$ cat config.mk
export PLATFORM = sky130hd
export DESIGN_NAME = pipe_ctrl
export DESIGN_NICKNAME = d
export VERILOG_FILES = /design/src/rtl/pipe_ctrl_pkg.sv /design/src/rtl/pipe_ctrl_hazard_detect.sv /design/src/rtl/pipe_ctrl.sv
export SDC_FILE = /design/constraint.sdc
export NUM_CORES = 1
export LEC_CHECK = 0
export CAP_MARGIN = 20
export CORE_UTILIZATION = 34
export CTS_BUF_LIST = sky130_fd_sc_hd__clkbuf_4 sky130_fd_sc_hd__clkbuf_8
export CTS_CLUSTER_SIZE = 10
export DETAILED_ROUTE_END_ITERATION = 6
export PLACE_DENSITY = 0.82
export SLEW_MARGIN = 0
export SYNTH_ARGS = -nofsm -noshare
export SYNTH_HDL_FRONTEND = slang
export SYNTH_HIERARCHICAL = 1
export SYNTH_SLANG_ARGS = --single-unit
$ cat constraint.sdc
create_clock -name clock -period 3.45 [get_ports clock]
set_input_delay 0.69 -clock clock [delete_from_list [all_inputs] [get_ports clock]]
set_output_delay 0.69 -clock clock [all_outputs]
set_load 0.05 [all_outputs]
$ cat src/rtl/pipe_ctrl_pkg.sv
// Shared encodings for the pipeline sequencing controller.
// Opcodes, one-hot EX control bit positions, masks and FSM state encoding.
// Imported by pipe_ctrl and hazard_detect.
package pipe_ctrl_pkg;

  // 6-bit opcodes in instr[31:26]
  localparam logic [5:0] OP_ADD = 6'h00;
  localparam logic [5:0] OP_SUB = 6'h01;
  localparam logic [5:0] OP_LI  = 6'h02;
  localparam logic [5:0] OP_SHL = 6'h03;
  localparam logic [5:0] OP_SHR = 6'h04;
  localparam logic [5:0] OP_AND = 6'h05;
  localparam logic [5:0] OP_OR  = 6'h06;
  localparam logic [5:0] OP_XOR = 6'h07;
  localparam logic [5:0] OP_BR  = 6'h08;
  localparam logic [5:0] OP_BNE = 6'h09;
  localparam logic [5:0] OP_MOV = 6'h0A;
  localparam logic [5:0] OP_ADI = 6'h0B;
  localparam logic [5:0] OP_MUL = 6'h0C;
  localparam logic [5:0] OP_HLT = 6'h0D;
  localparam logic [5:0] OP_NOP = 6'h0E;

  // Bit positions inside the one-hot EX control word
  localparam int unsigned B_ADD = 0;
  localparam int unsigned B_SUB = 1;
  localparam int unsigned B_LI  = 2;
  localparam int unsigned B_SHL = 3;
  localparam int unsigned B_SHR = 4;
  localparam int unsigned B_AND = 5;
  localparam int unsigned B_OR  = 6;
  localparam int unsigned B_XOR = 7;
  localparam int unsigned B_BR  = 8;
  localparam int unsigned B_BNE = 9;
  localparam int unsigned B_MOV = 10;
  localparam int unsigned B_ADI = 11;
  localparam int unsigned B_MUL = 12;
  localparam int unsigned B_HLT = 13;
  localparam int unsigned B_NOP = 14;

  // EX instructions that write a destination register
  localparam logic [15:0] WRITER_MASK = 16'h1CFF;
  // Control word loaded into ID_EX when a bubble is injected
  localparam logic [15:0] NOP_CTRL    = 16'h4000;

  typedef enum logic [1:0] {
    ST_RUN   = 2'd0,
    ST_MULW  = 2'd1,
    ST_FLUSH = 2'd2,
    ST_HALT  = 2'd3
  } state_e;

endpackage

$ cat src/rtl/pipe_ctrl_hazard_detect.sv
// RAW hazard detector: decodes which source fields the ID instruction reads
// and compares them against the EX and MEM/WB destinations.
// Purely combinational; no state, no backpressure of its own.
module hazard_detect
  import pipe_ctrl_pkg::*;
(
  input  logic [31:0] id_instr_i,
  input  logic        id_valid_i,
  input  logic [15:0] ex_op_i,
  input  logic [4:0]  ex_rd_i,
  input  logic        ex_valid_i,
  input  logic [4:0]  mem_rd_i,
  input  logic        mem_wr_i,
  output logic        raw_hit_o
);

  logic [5:0] opcode;
  logic [4:0] rs;
  logic [4:0] rt;
  logic       use_rs;
  logic       use_rt;
  logic       ex_writes;
  logic       rs_hit;
  logic       rt_hit;
  logic       unused_imm;

  assign opcode     = id_instr_i[31:26];
  assign rs         = id_instr_i[25:21];
  assign rt         = id_instr_i[20:16];
  assign unused_imm = ^id_instr_i[15:0];

  // Source-field usage per opcode; unknown opcodes conservatively read both
  always_comb begin
    use_rs = 1'b1;
    use_rt = 1'b1;
    case (opcode)
      OP_LI, OP_BR, OP_HLT, OP_NOP: begin
        use_rs = 1'b0;
        use_rt = 1'b0;
      end
      OP_SHL, OP_SHR, OP_MOV, OP_ADI: begin
        use_rt = 1'b0;
      end
      default: ;
    endcase
  end

  // Register 0 is an ordinary register here, so no zero-register exemption
  assign ex_writes = ex_valid_i & (|(ex_op_i & WRITER_MASK));
  assign rs_hit    = use_rs & ((ex_writes & (rs == ex_rd_i)) | (mem_wr_i & (rs == mem_rd_i)));
  assign rt_hit    = use_rt & ((ex_writes & (rt == ex_rd_i)) | (mem_wr_i & (rt == mem_rd_i)));
  assign raw_hit_o = id_valid_i & (rs_hit | rt_hit);

endmodule

$ cat src/rtl/pipe_ctrl.sv
// Pipeline sequencer: IF_ID/ID_EX enables, flushes, bubbles for RAW, MUL, branch, HLT.
// Outputs are combinational from registered state/counters and current inputs.
// Optional stall counter enabled by macro PIPE_CTRL_PERF_EN (tied to zero otherwise).
module pipe_ctrl
  import pipe_ctrl_pkg::*;
#(
  parameter int unsigned MUL_CYCLES  = 4,
  parameter int unsigned FLUSH_DEPTH = 2
) (
  input  logic        clock,
  input  logic        reset_n,
  input  logic [31:0] id_instr,
  input  logic        id_valid,
  input  logic [15:0] ex_op,
  input  logic [4:0]  ex_rd,
  input  logic        ex_valid,
  input  logic [4:0]  mem_rd,
  input  logic        mem_wr,
  input  logic        branch_taken,
  input  logic        resume,
  output logic        pc_en,
  output logic        if_id_en,
  output logic        if_id_flush,
  output logic        id_ex_bubble,
  output logic        ex_hold,
  output logic        halted,
  output logic [1:0]  state,
  output logic [15:0] stall_cycles
);

  localparam logic [3:0] MCNT_INIT = 4'(MUL_CYCLES - 2);
  localparam logic [2:0] FCNT_INIT = (FLUSH_DEPTH > 1) ? 3'(FLUSH_DEPTH - 2) : 3'd0;

  state_e     state_q, state_d;
  logic [3:0] mcnt_q, mcnt_d;
  logic [2:0] fcnt_q, fcnt_d;
  logic       raw_hit;
  logic       run_eval;
  logic       mul_ok;
  logic       br_hit;
  logic       hlt_hit;

  hazard_detect u_hazard (
    .id_instr_i (id_instr),
    .id_valid_i (id_valid),
    .ex_op_i    (ex_op),
    .ex_rd_i    (ex_rd),
    .ex_valid_i (ex_valid),
    .mem_rd_i   (mem_rd),
    .mem_wr_i   (mem_wr),
    .raw_hit_o  (raw_hit)
  );

  assign br_hit  = ex_valid & branch_taken;
  assign hlt_hit = id_valid & (id_instr[31:26] == OP_HLT);
  assign state   = state_q;

  // Next-state and control decode; RUN rules are shared with the MUL release cycle
  always_comb begin
    state_d      = state_q;
    mcnt_d       = mcnt_q;
    fcnt_d       = fcnt_q;
    pc_en        = 1'b1;
    if_id_en     = 1'b1;
    if_id_flush  = 1'b0;
    id_ex_bubble = 1'b0;
    ex_hold      = 1'b0;
    halted       = 1'b0;
    run_eval     = 1'b0;
    mul_ok       = 1'b0;

    case (state_q)
      ST_RUN: begin
        run_eval = 1'b1;
        mul_ok   = 1'b1;
      end
      ST_MULW: begin
        if (mcnt_q != 4'd0) begin
          ex_hold  = 1'b1;
          pc_en    = 1'b0;
          if_id_en = 1'b0;
          mcnt_d   = mcnt_q - 4'd1;
        end else begin
          // The MUL is still in EX this cycle; do not start another wait on it
          run_eval = 1'b1;
          state_d  = ST_RUN;
        end
      end
      ST_FLUSH: begin
        if_id_flush  = 1'b1;
        id_ex_bubble = 1'b1;
        if_id_en     = 1'b0;
        if (fcnt_q == 3'd0) state_d = ST_RUN;
        else                fcnt_d  = fcnt_q - 3'd1;
      end
      ST_HALT: begin
        halted       = 1'b1;
        pc_en        = 1'b0;
        if_id_en     = 1'b0;
        id_ex_bubble = 1'b1;
        if (resume) begin
          if_id_flush = 1'b1;
          pc_en       = 1'b1;
          state_d     = ST_RUN;
        end
      end
      default: state_d = ST_RUN;
    endcase

    // Taken branch wins so a HLT or RAW in decode is flushed rather than acted on
    if (run_eval) begin
      if (br_hit) begin
        if_id_flush  = 1'b1;
        id_ex_bubble = 1'b1;
        if_id_en     = 1'b0;
        if (FLUSH_DEPTH > 1) begin
          state_d = ST_FLUSH;
          fcnt_d  = FCNT_INIT;
        end
      end else if (mul_ok && ex_valid && ex_op[B_MUL]) begin
        ex_hold  = 1'b1;
        pc_en    = 1'b0;
        if_id_en = 1'b0;
        mcnt_d   = MCNT_INIT;
        state_d  = ST_MULW;
      end else if (hlt_hit) begin
        pc_en        = 1'b0;
        if_id_en     = 1'b0;
        id_ex_bubble = 1'b1;
        state_d      = ST_HALT;
      end else if (raw_hit) begin
        pc_en        = 1'b0;
        if_id_en     = 1'b0;
        id_ex_bubble = 1'b1;
      end
    end

    // Reset forces a flushed, frozen pipeline without waiting for a clock
    if (!reset_n) begin
      pc_en        = 1'b0;
      if_id_en     = 1'b0;
      if_id_flush  = 1'b1;
      id_ex_bubble = 1'b1;
      ex_hold      = 1'b0;
      halted       = 1'b0;
    end
  end

  // FSM state and occupancy/flush counters
  always_ff @(posedge clock or negedge reset_n) begin
    if (!reset_n) begin
      state_q <= ST_RUN;
      mcnt_q  <= 4'd0;
      fcnt_q  <= 3'd0;
    end else begin
      state_q <= state_d;
      mcnt_q  <= mcnt_d;
      fcnt_q  <= fcnt_d;
    end
  end

`ifdef PIPE_CTRL_PERF_EN
  logic [15:0] stall_q;

  // Count frozen-PC cycles outside HALT, saturating at all-ones
  always_ff @(posedge clock or negedge reset_n) begin
    if (!reset_n) begin
      stall_q <= 16'h0000;
    end else if (!pc_en && !halted && (stall_q != 16'hFFFF)) begin
      stall_q <= stall_q + 16'h0001;
    end
  end

  assign stall_cycles = stall_q;
`else
  assign stall_cycles = 16'h0000;
`endif

endmodule

==> impl_results.md <==
- EDFF count, synth: 0
- Routed wire per std cell: about 12 um
- Worst setup SP type: input port
- Hold Crit Class: reg2reg
- Sw Share: roughly half
- Fill cells: 300
- Top post-synthesis cells by count: buf_4, xor2_1, nor2_1
- Drt drc: 0
- LEAKAGE: 0.818 nW
- Netlist Area Pre-Place: between 1000 and 1500 um2
- Arrival time worst endpoint: roughly 2.7 ns
- Reg2reg start: mcnt_q[0]$_DFF_PN0_
- Combinational share of power: between 60 and 70%
- Cts-stage hold buffer count: 0
- Row count: 20
- Number of global-route vias before repair: between 1000 and 1500
- Post-synth cell types: just over 40
- Hold WS: about 0.52 ns
- Worst Hold Path EP: mcnt_q[1]$_DFF_PN0_
- PwrDens: 512 nW/um2
- First-pass GRT wire length: 4490 um
- Upper clock frequency limit: between 0.2 and 0.3 GHz
- Final core occ: roughly 57%
- Yosys top cell area share: approximately 20%
- Final Max Tran Viols: 0
- Largest net degree at the start of global routing: 13
- Vias: 1169
- Clk_skew: roughly 0.0043 ns
- Status: finished clean
- Area delta synth->final: 56.6%
- Clock transition at the registers of the reported paths: roughly 0.070 ns
- Diode count: 0
- CTS sink cnt: 9
- DR iter-0 viols: just under 70
- Setup bufs post-CTS: 0
- Dominant cells by area after synthesis: dfrtp_1, buf_4, xor2_1
- Setup TNS: 0 ns
- CTS tree: yes
- GR Overflow Total: 0
- Max Cap Viol: 0
- Worst-Margin Slew: roughly 0.5 ns
- Initial antenna violation count: 0
- Post-synth ARST share: 100%
- Kind of critical path: in2out
- Share of post-route cells with drive strength above 1: 19.2%
- IO Pins: 89
- Internal: around 0.46 mW
- Final period util: slightly below 100%
- Hold Crit Start: mcnt_q[1]$_DFF_PN0_
- Required @ worst endpoint: 2.76 ns
- Fin crit period: ~3.3 ns
- Yosys warns: 6
- Core ar.: roughly 3100 um2
- IO buf count: between 50 and 60
- VDD IR-drop max: roughly 0.16 mV
- Slew headroom: 66.6%
- Worst-Skew Late Latency: between 0.2 and 0.3 ns
- Area leader, netlist: dfrtp_1
- Post-synthesis cell count: around 140
- Die Wd: roughly 60 um
- Vias/cell: 4.83
- Final Hold Fails: 0
- Post-DP HPWL: 2440 um
- R2R Path End: state[1]$_DFF_PN0_
- Max H-tree Level: 1
- Die Area: approximately 3600 um2
- R2R cell count: 6
- Clock root buffer: clkbuf_4
- Clk buf depth: 2
- R2r setup slk: 1.74 ns
- Placed Cells: roughly 240
- Final setup vio count: 0
- Worst Hold Depth: 1
- Post-Layout Inst Area: about 1800 um2
- Non-filler cells, final: between 200 and 250
- Antenna viol nets, final: 0
- Post-synth top flop: dfrtp_1
- Sequential share of the synthesized area: 19.9%
- Count leader, synth: buf_4
- Sequential share of power: between 20% and 30%
- Avg Inst Size Synth: a little over 8 um2
- CTS Buf Count: 3
- Crit-path max FO: 2
- Crit path capture type: primary output
- Wirelength, routed: ~2900 um
- Placer Congestion: between 0.8 and 0.9
- Die Y: 59.7 um
- TritonRoute pass-1 iters: 4
- #FFs+latches synth: 9
- Final net count: ~270
- Initial Util: a little over a third
- Clock power share: about a tenth
- Switch Pwr: roughly 0.44 mW
- Total track usage: about 17%
- Placed Area: 1690 um2
==> how the worst max path moves through the flow <==
stage                        start      endpoint  slack (ns)
after CTS                 ex_op[2]      if_id_en       0.004
after global placement    ex_op[1]      if_id_en       -0.21
after floorplan           ex_op[1]  id_ex_bubble        0.29
after detailed placement  ex_op[2]      if_id_en       -0.24
final                     ex_op[5]      if_id_en        0.10
after global routing      ex_op[5]      if_id_en      -0.009
==> layout make-up <==
cell class | instances | area [um2] | share of cell area, %
tap | 44 | 55.1 | 3.11
inverter | 8 | 30.0 | 1.69
multi-input combinational | 119 | 858 | 48.4
sequential | 9 | 225 | 12.7
clock buffer | 4 | 30.0 | 1.69
timing repair buffer | 58 | 573 | 32.3
==> timing repair <==
action	CTS	global route
hold endpoints to repair	0	0
cloned	0	0
resized for setup	11	21
setup endpoints to repair	3	3
pin swaps	10	13
==> layout by cell type, fill, tap and decap left out, types with 2 or more instances in the layout <==
cell | netlist | final
a21oi_1 | 4 | 3
a31oi_1 | 3 | 3
and2_1 | 2 | 2
and3_1 | 3 | 3
buf_12 | 0 | 2
buf_4 | 16 | 10
clkbuf_2 | 0 | 3
clkbuf_4 | 0 | 4
clkdlybuf4s15_1 | 0 | 2
clkdlybuf4s50_1 | 0 | 31
conb_1 | 1 | 16
dfrtp_1 | 9 | 9
dlygate4sd2_1 | 0 | 3
dlymetal6s2s_1 | 0 | 6
ha_1 | 3 | 3
inv_1 | 8 | 8
mux2i_1 | 3 | 3
nand2_1 | 8 | 8
nand2b_1 | 2 | 2
nand3_1 | 5 | 5
nand4b_1 | 2 | 2
nor2_1 | 11 | 11
nor3_1 | 3 | 2
nor4_2 | 1 | 3
o211ai_1 | 2 | 2
o21ai_0 | 5 | 5
o31ai_1 | 2 | 2
or3b_4 | 1 | 2
or4_4 | 2 | 2
xnor2_1 | 10 | 10
xor2_1 | 13 | 13
==> power by group through the flow <==
stage	clock network (mW)	logic (mW)	registers [mW]
2_1_floorplan	0	0.401	0.221
3_3_place_gp	0	0.580	0.205
3_5_place_dp	0	0.601	0.210
4_1_cts	0.0942	0.606	0.207
5_1_grt	0.0962	0.664	0.216
6_report	0.0914	0.607	0.209
==> per-stage QoR <==
stage / setup slack [ns] / total power [mW]
floorplan: 0.286 / 0.621
global placement: -0.207 / 0.785
detailed placement: -0.236 / 0.810
CTS: 0.00352 / 0.908
global route: -0.00865 / 0.975
finish: 0.100 / 0.907
==> state kept, by name, indices dropped and copies added (netlist names) <==
name	cells
mcnt_q	4
fcnt_q	3
state	2
==> layer usage <==
metal | vias to the layer above | GRT usage (%) | wire, um
met1 | 536 | 17.6 | 1110
met3 | 4 | 2.38 | 189
met2 | 57 | 31.7 | 1530
met4 | 0 | 6.98 | 35
met5 | - | 0 | 0
li1 | 572 | - | -
==> worst max-delay path, cell delays in order <==
cell	delay, ns
clkdlybuf4s15_1	0.16
or4_4	0.54
o31ai_4	0.24
nor4_2	0.08
a31oi_1	0.17
o22ai_2	0.13
nor3_2	0.24
and4_4	0.27
buf_12	0.13
==> cell families after synthesis <==
kind of cell / Yosys count / synth area share [%]
buf+inv: 25 / 13.7
fa+ha+maj: 3 / 3.32
xor+xnor: 23 / 17.8
mux: 4 / 3.65
compound gates: 22 / 14.5
simple gates: 51 / 26.8
other cells: 1 / 0.332
flops: 9 / 19.9
Note: power is estimated with default switching activity, not from simulation.
